[src/rtl/dmem_mmio_responder.sv]
// ---------------------------------------------------------------------------
// dmem_mmio_responder
//
// Memory-side responder for a core with split instruction/data ports.
// A single word RAM serves instruction fetches and data reads with zero
// latency and absorbs data writes. Three memory-mapped addresses sit
// outside the RAM region:
//   SIG_ADDR  (write) : push a signature word into a small FIFO
//   STAT_ADDR (read)  : {halted, sig_overflow, 14'b0, FIFO count[15:0]}
//   HALT_ADDR (write) : with data HALT_DATA, stops the responder
// The signature FIFO drains over a valid/ready stream so the signature and
// halt protocol also works on hardware, e.g. behind a UART.
//
// Ports
//   sysclk        system clock, rising edge
//   nrst_in       asynchronous active-low reset (control state only)
//   imem_addr     instruction fetch byte address
//   imem_data     instruction word, combinational (NOP outside RAM region)
//   dmem_rd_addr  data read byte address
//   dmem_rd_data  data read word, combinational
//   dmem_wr_addr  data write byte address
//   dmem_wr_data  data write word
//   dmem_wr_en    write strobe, sampled on the rising edge of sysclk
//   sig_valid     signature word available at sig_data
//   sig_data      FIFO head word (0 while empty)
//   sig_ready     downstream accepts sig_data
//   sig_overflow  sticky: a signature write found the FIFO full
//   halted        sticky: a qualifying halt write was seen
//   done          halted and the signature FIFO has drained
// ---------------------------------------------------------------------------
module dmem_mmio_responder #(
  parameter int          MEMSIZE   = 32,
  parameter int          SIG_DEPTH = 8,
  parameter logic [31:0] SIG_ADDR  = 32'hF000_0004,
  parameter logic [31:0] STAT_ADDR = 32'hF000_0008,
  parameter logic [31:0] HALT_ADDR = 32'hCAFE_CAFE,
  parameter logic [31:0] HALT_DATA = 32'hF000_0000
) (
  input  logic        sysclk,
  input  logic        nrst_in,
  input  logic [31:0] imem_addr,
  output logic [31:0] imem_data,
  input  logic [31:0] dmem_rd_addr,
  output logic [31:0] dmem_rd_data,
  input  logic [31:0] dmem_wr_addr,
  input  logic [31:0] dmem_wr_data,
  input  logic        dmem_wr_en,
  output logic        sig_valid,
  output logic [31:0] sig_data,
  input  logic        sig_ready,
  output logic        sig_overflow,
  output logic        halted,
  output logic        done
);

  localparam int          DATA_W = 32;
  localparam int          AW     = $clog2(MEMSIZE);
  localparam int          PW     = $clog2(SIG_DEPTH);
  localparam int          CW     = PW + 1;
  localparam logic [31:0] NOP    = 32'h0000_0013;

  // Storage arrays carry no reset; RAM contents survive nrst_in.
  logic [DATA_W-1:0] ram      [MEMSIZE];
  logic [DATA_W-1:0] sig_fifo [SIG_DEPTH];

  logic [PW-1:0] wr_ptr;
  logic [PW-1:0] rd_ptr;
  logic [CW-1:0] sig_count;

  logic [AW-1:0] imem_idx;
  logic [AW-1:0] rd_idx;
  logic [AW-1:0] wr_idx;

  logic imem_in_ram;
  logic rd_in_ram;
  logic wr_in_ram;
  logic wr_ok;
  logic ram_wr;
  logic sig_wr;
  logic halt_wr;
  logic sig_full;
  logic push;
  logic pop;
  logic unused_imem_bits;

  // Address decode: RAM region is the bottom 256 MB; upper index bits and
  // byte offsets are ignored, so RAM aliases every MEMSIZE words.
  assign imem_in_ram = (imem_addr[31:28] == 4'h0);
  assign rd_in_ram   = (dmem_rd_addr[31:28] == 4'h0);
  assign wr_in_ram   = (dmem_wr_addr[31:28] == 4'h0);
  assign imem_idx    = imem_addr[AW+1:2];
  assign rd_idx      = dmem_rd_addr[AW+1:2];
  assign wr_idx      = dmem_wr_addr[AW+1:2];

  assign unused_imem_bits = ^{imem_addr[27:AW+2], imem_addr[1:0]};

  // A write only lands while out of reset and not yet halted.
  assign wr_ok   = dmem_wr_en && nrst_in && !halted;
  assign ram_wr  = wr_ok && wr_in_ram;
  assign sig_wr  = wr_ok && (dmem_wr_addr == SIG_ADDR);
  assign halt_wr = wr_ok && (dmem_wr_addr == HALT_ADDR) && (dmem_wr_data == HALT_DATA);

  assign sig_full  = (sig_count == CW'(SIG_DEPTH));
  assign sig_valid = (sig_count != '0);
  assign pop       = sig_valid && sig_ready;
  // A pop in the same cycle frees the slot, so a full FIFO still accepts.
  assign push      = sig_wr && (!sig_full || pop);

  // Combinational read ports
  assign imem_data = imem_in_ram ? ram[imem_idx] : NOP;

  always_comb begin
    dmem_rd_data = '0;
    if (rd_in_ram) begin
      dmem_rd_data = ram[rd_idx];
    end else if (dmem_rd_addr == STAT_ADDR) begin
      dmem_rd_data = {halted, sig_overflow, 14'b0, {(16-CW){1'b0}}, sig_count};
    end
  end

  assign sig_data = sig_valid ? sig_fifo[rd_ptr] : '0;
  assign done     = halted && !sig_valid;

  // RAM write port; new data is visible to reads from the next cycle.
  always_ff @(posedge sysclk) begin
    if (ram_wr) begin
      ram[wr_idx] <= dmem_wr_data;
    end
  end

  // FIFO storage write
  always_ff @(posedge sysclk) begin
    if (push) begin
      sig_fifo[wr_ptr] <= dmem_wr_data;
    end
  end

  // FIFO pointers, occupancy and sticky status flags. Pointers wrap
  // naturally because SIG_DEPTH is a power of two.
  always_ff @(posedge sysclk or negedge nrst_in) begin
    if (!nrst_in) begin
      wr_ptr       <= '0;
      rd_ptr       <= '0;
      sig_count    <= '0;
      sig_overflow <= 1'b0;
      halted       <= 1'b0;
    end else begin
      if (push) begin
        wr_ptr <= wr_ptr + 1'b1;
      end
      if (pop) begin
        rd_ptr <= rd_ptr + 1'b1;
      end
      case ({push, pop})
        2'b10:   sig_count <= sig_count + 1'b1;
        2'b01:   sig_count <= sig_count - 1'b1;
        default: sig_count <= sig_count;
      endcase
      if (sig_wr && sig_full && !pop) begin
        sig_overflow <= 1'b1;
      end
      if (halt_wr) begin
        halted <= 1'b1;
      end
    end
  end

endmodule

[config.mk]
export PLATFORM = sky130hd
export DESIGN_NAME = dmem_mmio_responder
export DESIGN_NICKNAME = d
export VERILOG_FILES = /design/src/rtl/dmem_mmio_responder.sv
export SDC_FILE = /design/constraint.sdc
export NUM_CORES = 1
export LEC_CHECK = 0
export CAP_MARGIN = 0
export CORE_MARGIN = 2
export CORE_UTILIZATION = 40
export CTS_BUF_LIST = sky130_fd_sc_hd__clkbuf_2
export DETAILED_ROUTE_END_ITERATION = 8
export MAX_ROUTING_LAYER = met4
export RECOVER_POWER = 100
export SLEW_MARGIN = 20
export SYNTH_ARGS = -nofsm -noshare
export SYNTH_HDL_FRONTEND = slang
export SYNTH_SLANG_ARGS = --single-unit
[constraint.sdc]
create_clock -name sysclk -period 13.4 [get_ports sysclk]
set_input_delay 3.35 -clock sysclk [delete_from_list [all_inputs] [get_ports sysclk]]
set_output_delay 3.35 -clock sysclk [all_outputs]
set_load 0.1 [all_outputs]
**After elaboration in Yosys (flattened, before gate mapping)**

Memory sizes are Yosys's and may differ from the RTL's.
Index checks and enable logic that the tools add are counted.

- $add $sub $neg: 4
- Multiply operators: 0
- Divide/modulo/power cells: 0
- Order comparisons: 0
- Equality and inequality tests: 7
- Shift operators: 0
- Muxes and demuxes: 9
- Bitwise gates (word level): 0
- Reductions and logical operators: 21

Operators by type and width:

| kind | number |
|---|---|
| $eq A32 B32 Y1 const B | 4 |
| $mux W32 | 4 |
| $logic_not A4 Y1 | 3 |
| $logic_and A1 B1 Y1 | 11 |
| $pmux W4 S2 | 1 |
| $add A3 B1 Y3 const B | 2 |
| $add A4 B1 Y4 const B | 1 |
| $eq A4 B4 Y1 const B | 1 |
| $logic_not A1 Y1 | 4 |
| $mux W1 | 4 |
| $reduce_bool A4 Y1 | 1 |
| $sub A4 B1 Y4 const B | 1 |
| $eq A2 B1 Y1 const B | 1 |
| $eq A2 B2 Y1 const B | 1 |
| $reduce_bool A2 Y1 | 1 |
| $logic_or A1 B1 Y1 | 1 |

- Bits in registers: 12
- Bits in latches: 0
- RAM bits: 1280
- Memory bits (read-only): 0
- Bits of input ports: 132
- Output and inout bits: 100
- Word-level logic and storage cells: 48
- Memories: 2

Memory list:

| name | depth | width | read ports | clocked after Yosys merged registers in | wr ports | line | text |
|---|---|---|---|---|---|---|---|
| ram | 32 | 32 | 2 | 0 | 1 | 63 | `logic [DATA_W-1:0] ram [MEMSIZE];` |
| sig_fifo | 8 | 32 | 1 | 0 | 1 | 64 | `logic [DATA_W-1:0] sig_fifo [SIG_DEPTH];` |

**Logic depth before layout (Yosys ltp)**

- Depth after elaboration: 6
- Mapped depth: 11
- Depth with buffers taken out: 11

**Worst setup path after synthesis**

OpenSTA, ideal clock, no wires.

- Path kind: input to output
- Start: in imem_addr[3]
- End: out imem_data[4]
- Arrival time: 6.765 ns
- Required time: 10.050 ns
- Setup slack: 3.285 ns
- Stages: 6
- Buffers on the path: 3
- Cells stage by stage: buf_2 > buf_2 > buf_1 > mux4_2 > mux2i_1 > a221oi_1

- Word-level cells in the longest chain between the ends: 2

RTL lines:

| item | line | text |
|---|---|---|
| start, declared | 41 | `input logic [31:0] imem_addr,` |
| $mem_v2 Z32 W32 | n/a |  |
| $mux W32 | 110 | `assign imem_data = imem_in_ram ? ram[imem_idx] : NOP;` |
| end, declared | 42 | `output logic [31:0] imem_data,` |

Every way passes these cells.

**Final worst setup path**

- Start: in dmem_rd_addr[2]
- End: out dmem_rd_data[1]

- Word-level cells in the longest chain between the ends: 3
- Elaborated cells on any way between the ends: 4

RTL lines:

| item | line | text |
|---|---|---|
| start, declared | 43 | `input logic [31:0] dmem_rd_addr,` |
| branches (longest 2 deep; another with $mem_v2 Z32 W32) | n/a |  |
| $mux W32 (*) | 114 | `if (rd_in_ram) begin` |
| end, declared | 44 | `output logic [31:0] dmem_rd_data,` |

Every way passes the cells marked *.

==> impl_metrics.toml <==
[power]
power_density_nw_per_um2 = 137.2
peakVddDrop_mv = 0.2647
power_mw = 8.978
p_leak_nw = 21.39

[die]
rows = 139
num_io_pins = 232
dieArea_um2 = 148300
die_x_um = 385.1
fp.coreArea_um2 = 143800
start_util_pct = 40.39
die_h_um = 385.1

[placement]
gp_congestion = 0.7944
portBuffers = 208
place_ws_ns = 2.478
place_hpwl_um = 91800

[clock_network]
cts_buffer_depth = 4
postCtsSetupBuffers = 0
cts_made_buffers = 348
cts_sinks = 1292
ctsHoldBuffers = 0
htreeDepth = 5
clkSlewWorstSetupHoldPaths_ns = 0.09
ctsResizeCount = 0
cts_tree = "built"
cts-root-buf = "clkbuf_2"
clock_latency_ns = 1.69

[route]
vias = 32699
wirelength_um = 170900
drtAntennaViolNets = 0
drcViolationCount = 0
drt_iter0_drc = 3670
wl_per_cell_um = 31.79
wl_met1_um = 68020
route.met2.wl_um = 84130
met3_length_um = 13930
dr.max_layer_used = "met4"
firstDrtPassIters = 5
viasPerCell = 6.081

[timing]
maxSlewViolCount = 2488
setup-tns-final_ns = 0
hold_violations = 0
setup_viol = 0
slew_headroom_pct = -188.9
min_period_ns = 11.56
fmax_mhz = 86.54
post-route-period-util_pct = 86.23
layout_setup_ws_ns = 1.845
worstMarginPinSlew_ns = 4.333
skew_ns = 0.1446
rsz0062_at_grt = "no"

[cells_and_area]
nFillCells = 12297
syn2layout_area_growth_pct = 12.67
regArea_um2 = 38740
most-common-layout-cells = "edfxtp_1, mux4_2, clkbuf_2"
final_nets = 3376
final_common_cell = "edfxtp_1"
drive_gt1_share_pct = 35.77
multi_input_area_um2 = 18690

[synthesis]
yosys_warnings = 0
synthAdderAreaFrac_pct = 0.1206
syn-cell-area_um2 = 58090
synth_top_cell_by_area = "edfxtp_1"
ys.flop_type = "edfxtp_1"
yosys-top-cells-area = "edfxtp_1, mux4_2, mux2i_1"
synth-edff-count = 1280
syn_area_per_cell_um2 = 20.99
synth_cells = 2768
synth-compound-area-share_pct = 1.988
synthXorXnorAreaFrac_pct = 0.1055
async_flop_share_pct = 0.9288
synthMuxAreaShare_pct = 27.25
synth_nets = 2905
ys_ff_latch = 1292
synth_top_cell_area_share_pct = 66.17
synth_cell_types = 51
ys_seq_area_share_pct = 66.68
yosys.area_share.simple_pct = 2.240
synth_top_family_by_area = "multiplexers"

[min_path]
whs_path_depth = 1
hp-start = "rd_ptr[2]"
min_path_type = "reg2reg"
min_to = "rd_ptr[2]"

[worst_setup_path]
arrival_ns = 8.21
cpMaxStageDelayCell = "clkbuf_4"
worstSetupStartpointType = "primary input"
crit_fanout = 94
crit_chain = "buf_8 -> clkbuf_4 -> mux4_2 -> a211oi_1 -> a211oi_1 -> a2111o_1 -> dlygate4sd3_1"
endpoint_kind = "output pin"
r2r_slack_ns = 8.16
crit_top_cell = "a211oi_1"
required_ns = 10.05
r2r_end = "ram[30][20]"
max_stage_delay_ns = 1.65
worst-setup-path-type = "in2out"
r2r-start = "halted"
reg2regPathDepth = 6

[outcome]
status = "finished with violations"
violations = "capacitance limit, slew limit"

[grt]
grt_util_all_layers_pct = 23.82
antenna_found_initial = 9
grt_pass1_vias = 35337
grt_max_degree = 147
grt.overflow.total = 0
grt_pass1_wl_um = 243500

[job]
cap_violations = 67
[power breakdown]
part	switching [mW]	total, mW	internal [mW]
clock network	1.59	2.63	1.04
logic	1.25	1.85	0.594
registers	0.0507	4.50	4.45
[through the flow]
step                      hold slack [ns]  instance area [um2]  util, %  cells
after floorplan                    0.4805                58090        -   2768
after global placement             0.4640                62890    43.73   4791
after detailed placement           0.4621                62920    43.75   4792
after CTS                          0.4791                65800    45.75   5367
after global routing               0.5156                65440    45.50   5374
final                              0.4743                65450    45.51   5377
[worst max-delay path: cells and delay by family]
kind | cells | cell delay, ns
muxes | 1 | 0.66
buffers and inverters | 3 | 3.14
AOI/OAI and AO/OA | 3 | 0.92
[worst max path at each step]
stage	startpoint	slack [ns]	cells past startpoint	to
floorplan	imem_addr[3]	3.28	6	imem_data[4]
global placement	imem_addr[29]	2.54	7	imem_data[13]
detailed placement	imem_addr[29]	2.48	7	imem_data[28]
CTS	imem_addr[29]	2.47	7	imem_data[28]
global route	rd_ptr[0]	1.28	5	sig_data[14]
finish	dmem_rd_addr[2]	1.84	7	dmem_rd_data[1]
[cells by family (layout without fill, tap and decap cells)]
| kind of cell | Yosys count | in the layout |
|---|---|---|
| compound gates | 161 | 161 |
| xor+xnor | 7 | 7 |
| buf+inv | 201 | 897 |
| flops | 1292 | 1292 |
| fa+ha+maj | 5 | 5 |
| other cells | 0 | 10 |
| mux | 865 | 865 |
| simple gates | 237 | 237 |
[cell type report]
type,instances,share of cell area (%)
well taps,1903,3.638
inverters,5,0.02868
clock buffers,486,3.716
multi-input cells,1275,28.55
flip-flops and latches,1292,59.20
clock inverters,89,0.6920
diodes,10,0.03823
repair buffers,317,4.141
[Yosys cell counts, drive strengths merged (3+ instances only)]
master     n
a2111o     5
a211oi    10
a21oi      6
a221o     26
a221oi     3
and2       4
buf      110
clkbuf    86
dfrtp     12
edfxtp  1280
ha         4
inv        5
mux2      63
mux2i    238
mux4     564
nand2     22
nand2b    13
nand3      8
nand4     11
nand4b     4
nor2      81
nor2b     11
nor3       9
nor3b      9
nor4      21
o21ai      6
o22ai     92
o31ai      6
or2       30
or3        3
or4        3
or4b       3
xnor2      5
[state kept, by name (all words and copies together), names as in the netlist]
register	count
rd_ptr	3
ram	1024
sig_fifo	256
sig_overflow	1
halted	1
sig_count	4
wr_ptr	3
[routing by layer]
| layer | up-vias | track usage [%] |
|---|---|---|
| met5 | - | - |
| met4 | 0 | 7.935 |
| met2 | 1613 | 38.01 |
| met3 | 288 | 5.273 |
| li1 | 13204 | - |
| met1 | 17594 | 30.34 |
No activity file was read; power rests on OpenSTA's default activity.
